## src/rtl/ripple_count_sequencer_if.sv

```systemverilog
// Command/status bundle between an 8-bit counter sequencer and its client.
// The client drives commands through master; the sequencer implements slave.
interface ripple_count_sequencer_if #(
    parameter int WIDTH = 8,
    parameter int WRAPW = 8
);
    logic             start;
    logic             stop;
    logic             pause;
    logic             mode_reload;
    logic [WIDTH-1:0] load_val;
    logic             tick;
    logic             ack;
    logic [WIDTH-1:0] count;
    logic             busy;
    logic             paused;
    logic             done;
    logic [WRAPW-1:0] wrap_cnt;

    modport master (
        output start, stop, pause, mode_reload, load_val, tick, ack,
        input  count, busy, paused, done, wrap_cnt
    );

    modport slave (
        input  start, stop, pause, mode_reload, load_val, tick, ack,
        output count, busy, paused, done, wrap_cnt
    );
endinterface

```

## src/rtl/ripple_count_sequencer.sv

```systemverilog
// Arm/run/pause/terminal/acknowledge sequencer for an 8-bit event counter.
// Single clock, synchronous active-high reset, all outputs registered.
module ripple_count_sequencer #(
    parameter int WIDTH = 8,
    parameter int WRAPW = 8
) (
    input logic                     clk,
    input logic                     reset,
    ripple_count_sequencer_if.slave bus
);

    typedef enum logic [1:0] {
        IDLE = 2'd0,
        RUN  = 2'd1,
        HOLD = 2'd2,
        DONE = 2'd3
    } state_t;

    state_t           state;
    logic [WIDTH-1:0] term;
    logic             mode;
    logic [WIDTH-1:0] count;
    logic [WRAPW-1:0] wrap_cnt;
    logic             busy;
    logic             paused;
    logic             done;

    // Priority ladder: reset > stop > start > pause > tick.
    always_ff @(posedge clk) begin
        if (reset) begin
            state    <= IDLE;
            term     <= '0;
            mode     <= 1'b0;
            count    <= '0;
            wrap_cnt <= '0;
            busy     <= 1'b0;
            paused   <= 1'b0;
            done     <= 1'b0;
        end else if (bus.stop) begin
            state  <= IDLE;
            busy   <= 1'b0;
            paused <= 1'b0;
            done   <= 1'b0;
        end else if (bus.start) begin
            state    <= RUN;
            term     <= bus.load_val;
            mode     <= bus.mode_reload;
            count    <= '0;
            wrap_cnt <= '0;
            busy     <= 1'b1;
            paused   <= 1'b0;
            done     <= 1'b0;
        end else begin
            unique case (state)
                IDLE: begin
                    busy   <= 1'b0;
                    paused <= 1'b0;
                    done   <= 1'b0;
                end
                RUN: begin
                    // Clearing here ends the one-cycle reload pulse.
                    done <= 1'b0;
                    if (bus.pause) begin
                        state  <= HOLD;
                        paused <= 1'b1;
                    end else if (bus.tick) begin
                        if (count != term) begin
                            count <= count + 1'b1;
                        end else if (mode) begin
                            count <= '0;
                            done  <= 1'b1;
                            if (wrap_cnt != '1) begin
                                wrap_cnt <= wrap_cnt + 1'b1;
                            end
                        end else begin
                            state <= DONE;
                            busy  <= 1'b0;
                            done  <= 1'b1;
                        end
                    end
                end
                HOLD: begin
                    if (!bus.pause) begin
                        state  <= RUN;
                        paused <= 1'b0;
                    end
                end
                DONE: begin
                    if (bus.ack) begin
                        state <= IDLE;
                        done  <= 1'b0;
                    end
                end
                default: begin
                    state  <= IDLE;
                    busy   <= 1'b0;
                    paused <= 1'b0;
                    done   <= 1'b0;
                end
            endcase
        end
    end

    assign bus.count    = count;
    assign bus.busy     = busy;
    assign bus.paused   = paused;
    assign bus.done     = done;
    assign bus.wrap_cnt = wrap_cnt;

endmodule

```

## src/flat_wrapper.sv

```systemverilog
// flat-port wrapper written by rule: the top's interface ports become plain ports
module ripple_count_sequencer_flat 
#(
    parameter int WIDTH = 8,
    parameter int WRAPW = 8
)
  (clk, reset, bus_start, bus_stop, bus_pause, bus_mode_reload, bus_load_val, bus_tick, bus_ack, bus_count, bus_busy, bus_paused, bus_done, bus_wrap_cnt);
  ripple_count_sequencer_if #(.WIDTH(WIDTH), .WRAPW(WRAPW)) bus_i ();
  input logic clk;
  input logic reset;
  input wire logic [$bits(bus_i.start)-1:0] bus_start;
  input wire logic [$bits(bus_i.stop)-1:0] bus_stop;
  input wire logic [$bits(bus_i.pause)-1:0] bus_pause;
  input wire logic [$bits(bus_i.mode_reload)-1:0] bus_mode_reload;
  input wire logic [$bits(bus_i.load_val)-1:0] bus_load_val;
  input wire logic [$bits(bus_i.tick)-1:0] bus_tick;
  input wire logic [$bits(bus_i.ack)-1:0] bus_ack;
  output wire logic [$bits(bus_i.count)-1:0] bus_count;
  output wire logic [$bits(bus_i.busy)-1:0] bus_busy;
  output wire logic [$bits(bus_i.paused)-1:0] bus_paused;
  output wire logic [$bits(bus_i.done)-1:0] bus_done;
  output wire logic [$bits(bus_i.wrap_cnt)-1:0] bus_wrap_cnt;
  assign bus_i.start = bus_start;
  assign bus_i.stop = bus_stop;
  assign bus_i.pause = bus_pause;
  assign bus_i.mode_reload = bus_mode_reload;
  assign bus_i.load_val = bus_load_val;
  assign bus_i.tick = bus_tick;
  assign bus_i.ack = bus_ack;
  assign bus_count = bus_i.count;
  assign bus_busy = bus_i.busy;
  assign bus_paused = bus_i.paused;
  assign bus_done = bus_i.done;
  assign bus_wrap_cnt = bus_i.wrap_cnt;
  ripple_count_sequencer #(.WIDTH(WIDTH), .WRAPW(WRAPW)) u_core (.clk(clk), .reset(reset), .bus(bus_i));
endmodule
```

## config.mk

```make
export PLATFORM = sky130hd
export DESIGN_NAME = ripple_count_sequencer_flat
export DESIGN_NICKNAME = d
export VERILOG_FILES = /design/src/rtl/ripple_count_sequencer_if.sv /design/src/rtl/ripple_count_sequencer.sv /design/src/flat_wrapper.sv
export SDC_FILE = /design/constraint.sdc
export NUM_CORES = 1
export LEC_CHECK = 0
export ABC_AREA = 1
export CORE_UTILIZATION = 40
export DETAILED_ROUTE_END_ITERATION = 8
export MAX_ROUTING_LAYER = met4
export PLACE_DENSITY = 0.65
export SLEW_MARGIN = 20
export SYNTH_ARGS = -nofsm -noshare
export SYNTH_HDL_FRONTEND = slang
export SYNTH_SLANG_ARGS = --single-unit
```

## constraint.sdc

```tcl
create_clock -name clk -period 2.3 [get_ports clk]
set_input_delay 0.575 -clock clk [delete_from_list [all_inputs] [get_ports clk]]
set_output_delay 0.575 -clock clk [all_outputs]
set_load 0.05 [all_outputs]
```

Yosys cells after proc, flatten, opt, wreduce, memory -nomap -nowiden
Cells that the tools add are included.
Word-level totals
  register bits after elaboration: 30
  bits of input ports: 16
  output and inout port bits: 19
  logic and storage cells: 90
Operators by class
  $add $sub $neg: 2
  equality and inequality tests: 22
  mux-type cells: 35
  bitwise operators: 1
  reductions and logical operators: 21
Operator list (number)
  8-bit 2-to-1 mux: 13
  3-bit inequality test (second input constant): 9
  8-bit by 1-bit adder with 8-bit output (second input constant): 2
  3-bit nonzero test: 5
  1-bit 2-to-1 mux: 12
  2-bit 2-to-1 mux: 6
  4-bit inequality test (second input constant): 3
  6-bit AND reduction: 2
  2-bit inequality test (second input constant): 5
  5-bit AND reduction: 2
  8-bit inequality test: 1
  8-bit inequality test (second input constant): 1
  2-bit nonzero test: 4
  7-bit AND reduction: 1
  1-bit case mux with 3 select lines: 2
  2-bit case mux with 3 select lines: 1
  2-bit equality test (second input constant): 2
  2-bit AND reduction: 2
  4-bit nonzero test: 1
  3-bit AND reduction: 1
  3-bit OR reduction: 1
  2-bit by 1-bit equality test with 1-bit output (second input constant): 1
  2-bit logical NOT: 1
  1-bit case mux with 2 select lines: 1
  other kinds (2): 2

Longest topological paths before layout
  depth after elaboration: 8
  depth in mapped cells: 11
  gate-level depth less buffers: 10

Least setup slack after synthesis
No wires, ideal clock.
  path kind: reg-to-reg
  start: reg u_core.wrap_cnt[0] (netlist: u_core.bus.wrap_cnt[0])
  end: reg u_core.wrap_cnt[4] (netlist: u_core.bus.wrap_cnt[4])
  setup time: 0.117 ns
  data arrival time: 1.698 ns
  data required time: 2.183 ns
  path slack: 0.485 ns
  stages on the path, launching flop included: 10
  path buffers: 1
  period minus slack after synthesis: 1.815 ns
  cells stage by stage: dfxtp_1 > ha_1 > nand3_1 > inv_1 > nand2_1 > nand4_1 > nand2_1 > buf_4 > a21oi_1 > nor2_1
On the way
  longest elaborated chain between the ends: 8
  elaborated cells between the ends (all ways): 11
  those cells by class: add/sub (1); eq/ne (1); mux (7); reduce/logical (2)
Ends and longest elaborated chain
  from (decl): RTL line ripple_count_sequencer.sv:23  | logic [WRAPW-1:0] wrap_cnt;
  from (signal assigned): RTL line ripple_count_sequencer.sv:73  | wrap_cnt <= wrap_cnt + 1'b1;
  8-bit by 1-bit adder with 8-bit output: RTL line ripple_count_sequencer.sv:73
  8-bit 2-to-1 mux: RTL line ripple_count_sequencer.sv:72  | if (wrap_cnt != '1) begin
  8-bit 2-to-1 mux: RTL line ripple_count_sequencer.sv:69  | end else if (mode) begin
  8-bit 2-to-1 mux: RTL line ripple_count_sequencer.sv:67  | if (count != term) begin
  8-bit 2-to-1 mux: RTL line ripple_count_sequencer.sv:66  | end else if (bus.tick) begin
  8-bit 2-to-1 mux: RTL line ripple_count_sequencer.sv:63  | if (bus.pause) begin
  8-bit 2-to-1 mux: RTL line ripple_count_sequencer.sv:54  | unique case (state)
  8-bit 2-to-1 mux: RTL line ripple_count_sequencer.sv:44  | end else if (bus.start) begin
Parallel ways exist; a longest one is shown, timed or not. The select of a mux whose other input is x is not followed.
A chain may end at the register's enable or synchronous reset.

Worst setup path after layout
  start: reg u_core.count[3] (netlist: u_core.bus.count[3])
  end: out bus_count[3]
RTL lines
  from (decl): RTL line ripple_count_sequencer.sv:22  | logic [WIDTH-1:0] count;
  from (signal assigned): RTL line ripple_count_sequencer.sv:68  | count <= count + 1'b1;
  to (decl): RTL line flat_wrapper.sv:18  | output wire logic [$bits(bus_i.count)-1:0] bus_count;
No word-level cell between the ends.

==> reports/results.tsv <==
metric	value	unit
run status	finished clean	
total number of vias	1764	
num ports	35	
Worst Setup Start Kind	register	
Critical Path Start	u_core.bus.count[3]$_SDFFE_PP0P_	
detailed-route wire length per cell	11.7	microns
number of global-route vias before repair	1603	
clk_lat worst skew	0.29	ns
Setup crit end	bus_count[3]	
highest metal used	met4	
Reg2Reg Depth	9	
critical path data required time	1.73	ns
Worst Hold Class	reg -> reg	
average size of a mapped cell	6.37	sq um
slew margin rel.	0.626	
CP Max Fanout	6	
initial antenna violation count	0	
FMAX	449	MHz
die area	0.00460	sq mm
max-slew violations	0	
Post-Place Cell Area	0.00213	sq mm
Resize count post-CTS	0	
routed wire length	4.23	mm
cts bufs inserted	5	
share of layout cells above drive strength 1	0.0643	
Area growth syn-to-layout	28.2	%
DRT iter0 DRCs	144	
Final Cycle Share	0.969	
Worst Path Arrival	1.65	ns
Cell Count, Final, Fillers Out	361	
count of input and output buffers	34	
routability cong.	0.873	
design area	0.00222	sq mm
final setup vio count	0	
CTS Hold Bufs	0	
Final Hold Viols	0	
row cnt	23	
Cell Pwr Density	562	mW/mm^2
post-DP HPWL	3.03	mm
hold-critical path depth	2	
total global routing overflow	0	
Die Y	67.8	microns
CTS tree	built	
clock skew	0.00820	ns
RSZ-0062 raised after global routing	false	
syn nets	290	
Antenna Violating Nets Remaining	0	
clock slew at reported path FFs	0.07	ns
Sink Count	30	
post-synthesis cell type count	24	
Reg2Reg Setup Slack	0.37	ns
Period minus WS final	2.23	ns
worst path bufs/invs	1	
worst r2r src	u_core.bus.count[0]$_SDFFE_PP0P_	
Max VDD drop	0.000314	V
Max clock buf depth	2	
Seq/Total Area, Yosys	0.347	
met2 routed WL	1.92	mm
Residual DRC	0	
Setup TNS	0	ns
cell area after synthesis	0.00173	sq mm
#FFs+latches synth	30	
Crit path largest cell delay	0.87	ns
CP Capture Type	output port	
M1 wire length	2.08	mm
global-route wire length before repair	7.11	mm
routed wl met3	184	microns
warnings from Yosys	0	
critical path depth	1	
Layout Utilization	0.544	
Core Region	0.00409	sq mm
placed instance count	353	
CP max stage cell	clkdlybuf4s50_1	
Pre-antenna DRT Iters	4	
CTS H-tree lvls	2	
worst slew pin tran	0.561	ns
number of antenna diodes	0	
Clk Tree Root Cell	clkbuf_8	
Nets	328	
Crit Path Class	reg -> out	
vias per inst	4.89	
worst-path cell chain	clkdlybuf4s50_1	
Mapped Cells	272	
crit-path leading delay family	buffers and inverters	
Static Leak	0.936	nW
gr usage total	0.219	
post-CTS setup buffer count	0	
Die Wd	67.8	microns
reg-to-reg endpoint	u_core.bus.count[6]$_SDFFE_PP0P_	
maximum number of pins on one net before global-route repair	20	
max_cap viols	0	
Initial Utilization	0.424	
[metal layers]
metal,vias to the layer above,GRT usage
met5,-,-
met4,0,0.0938
met3,4,0.0567
met2,38,0.337
met1,780,0.270
li1,942,-
[placed cells by master (no fill, tap or decap), drive strengths merged]
master,instances
nand2,60
o21ai,18
or2,1
clkbuf,7
nand3b,2
dfxtp,30
clkdlybuf4s50,34
a21oi,27
xor2,4
clkinv,1
buf,6
xnor2,3
nor2,45
o31ai,1
ha,2
nor3,6
nand3,18
a211oi,1
o21bai,1
nand4,5
inv,39
[how the worst min path moves through the flow]
| stage | startpoint | end | slack [ns] |
|---|---|---|---|
| floorplan | u_core.term[0]$_SDFFE_PP0P_ | u_core.term[0]$_SDFFE_PP0P_ | 0.44 |
| global placement | u_core.term[0]$_SDFFE_PP0P_ | u_core.term[0]$_SDFFE_PP0P_ | 0.46 |
| detailed placement | u_core.term[4]$_SDFFE_PP0P_ | u_core.term[4]$_SDFFE_PP0P_ | 0.47 |
| CTS | u_core.term[6]$_SDFFE_PP0P_ | u_core.term[6]$_SDFFE_PP0P_ | 0.48 |
| global route | u_core.term[4]$_SDFFE_PP0P_ | u_core.term[4]$_SDFFE_PP0P_ | 0.49 |
| finish | u_core.term[5]$_SDFFE_PP0P_ | u_core.term[5]$_SDFFE_PP0P_ | 0.48 |
[power by group]
group          switching, mW  internal [mW]
combinational          0.146         0.0907
sequential            0.0226          0.542
clock                  0.207          0.241
[layout make-up]
type | instances | area, sq um
clock buffer | 7 | 86.3
clock inverter | 1 | 5.00
fill | 447 | 1860
inverter | 39 | 146
multi-input combinational | 194 | 936
sequential | 30 | 601
tap | 50 | 62.6
timing repair buffer | 40 | 385
[cell usage after synthesis]
master,count,share of area
a211oi_1,1,0.0043
a21oi_1,27,0.078
buf_2,1,0.0029
buf_4,2,0.0087
buf_6,1,0.0065
clkbuf_1,5,0.011
dfxtp_1,30,0.35
ha_1,2,0.014
inv_1,39,0.084
nand2_1,59,0.13
nand2_2,1,0.0036
nand3_1,18,0.052
nand3b_1,2,0.0087
nand4_1,5,0.018
nor2_1,44,0.095
nor2_4,1,0.0065
nor3_1,6,0.017
o21ai_0,16,0.046
o21ai_2,2,0.010
o21bai_2,1,0.0065
o31ai_4,1,0.012
or2_2,1,0.0036
xnor2_1,3,0.015
xor2_1,4,0.020
[logic make-up after synthesis]
group	Yosys count	synth area share
buf+inv	48	0.113
fa+ha+maj	2	0.0144
xor+xnor	7	0.0354
compound gates	48	0.157
simple gates	137	0.333
flops	30	0.347
[registers in the layout, indices dropped and copies added, names as in the netlist]
| register | cells |
|---|---|
| u_core.bus.wrap_cnt | 8 |
| u_core.bus.count | 8 |
| u_core.bus.done | 1 |
| u_core.mode | 1 |
| u_core.term | 8 |
| u_core.bus.busy | 1 |
| u_core.bus.paused | 1 |
| u_core.state | 2 |
[worst reg2reg max path, stage by stage, from the launching register on]
cell and delay, ns:
dfxtp_1 0.49, nand2_1 0.09, nand2_1 0.07, nand2_1 0.09, nor2_1 0.12, nand2_1 0.17, o21ai_2 0.44, inv_1 0.18
nor2_1 0.12, nor2_1 0.05
[through the flow]
stage / power, mW / worst slack, ns / hold WS (ns)
after floorplan: 0.730 / 0.485 / 0.444
after global placement: 0.810 / 0.194 / 0.459
after detailed placement: 0.813 / 0.169 / 0.465
after CTS: 1.26 / 0.0746 / 0.475
after global routing: 1.31 / 0.0415 / 0.493
final: 1.25 / 0.0711 / 0.475
Note: power is estimated with default switching activity, not from simulation.
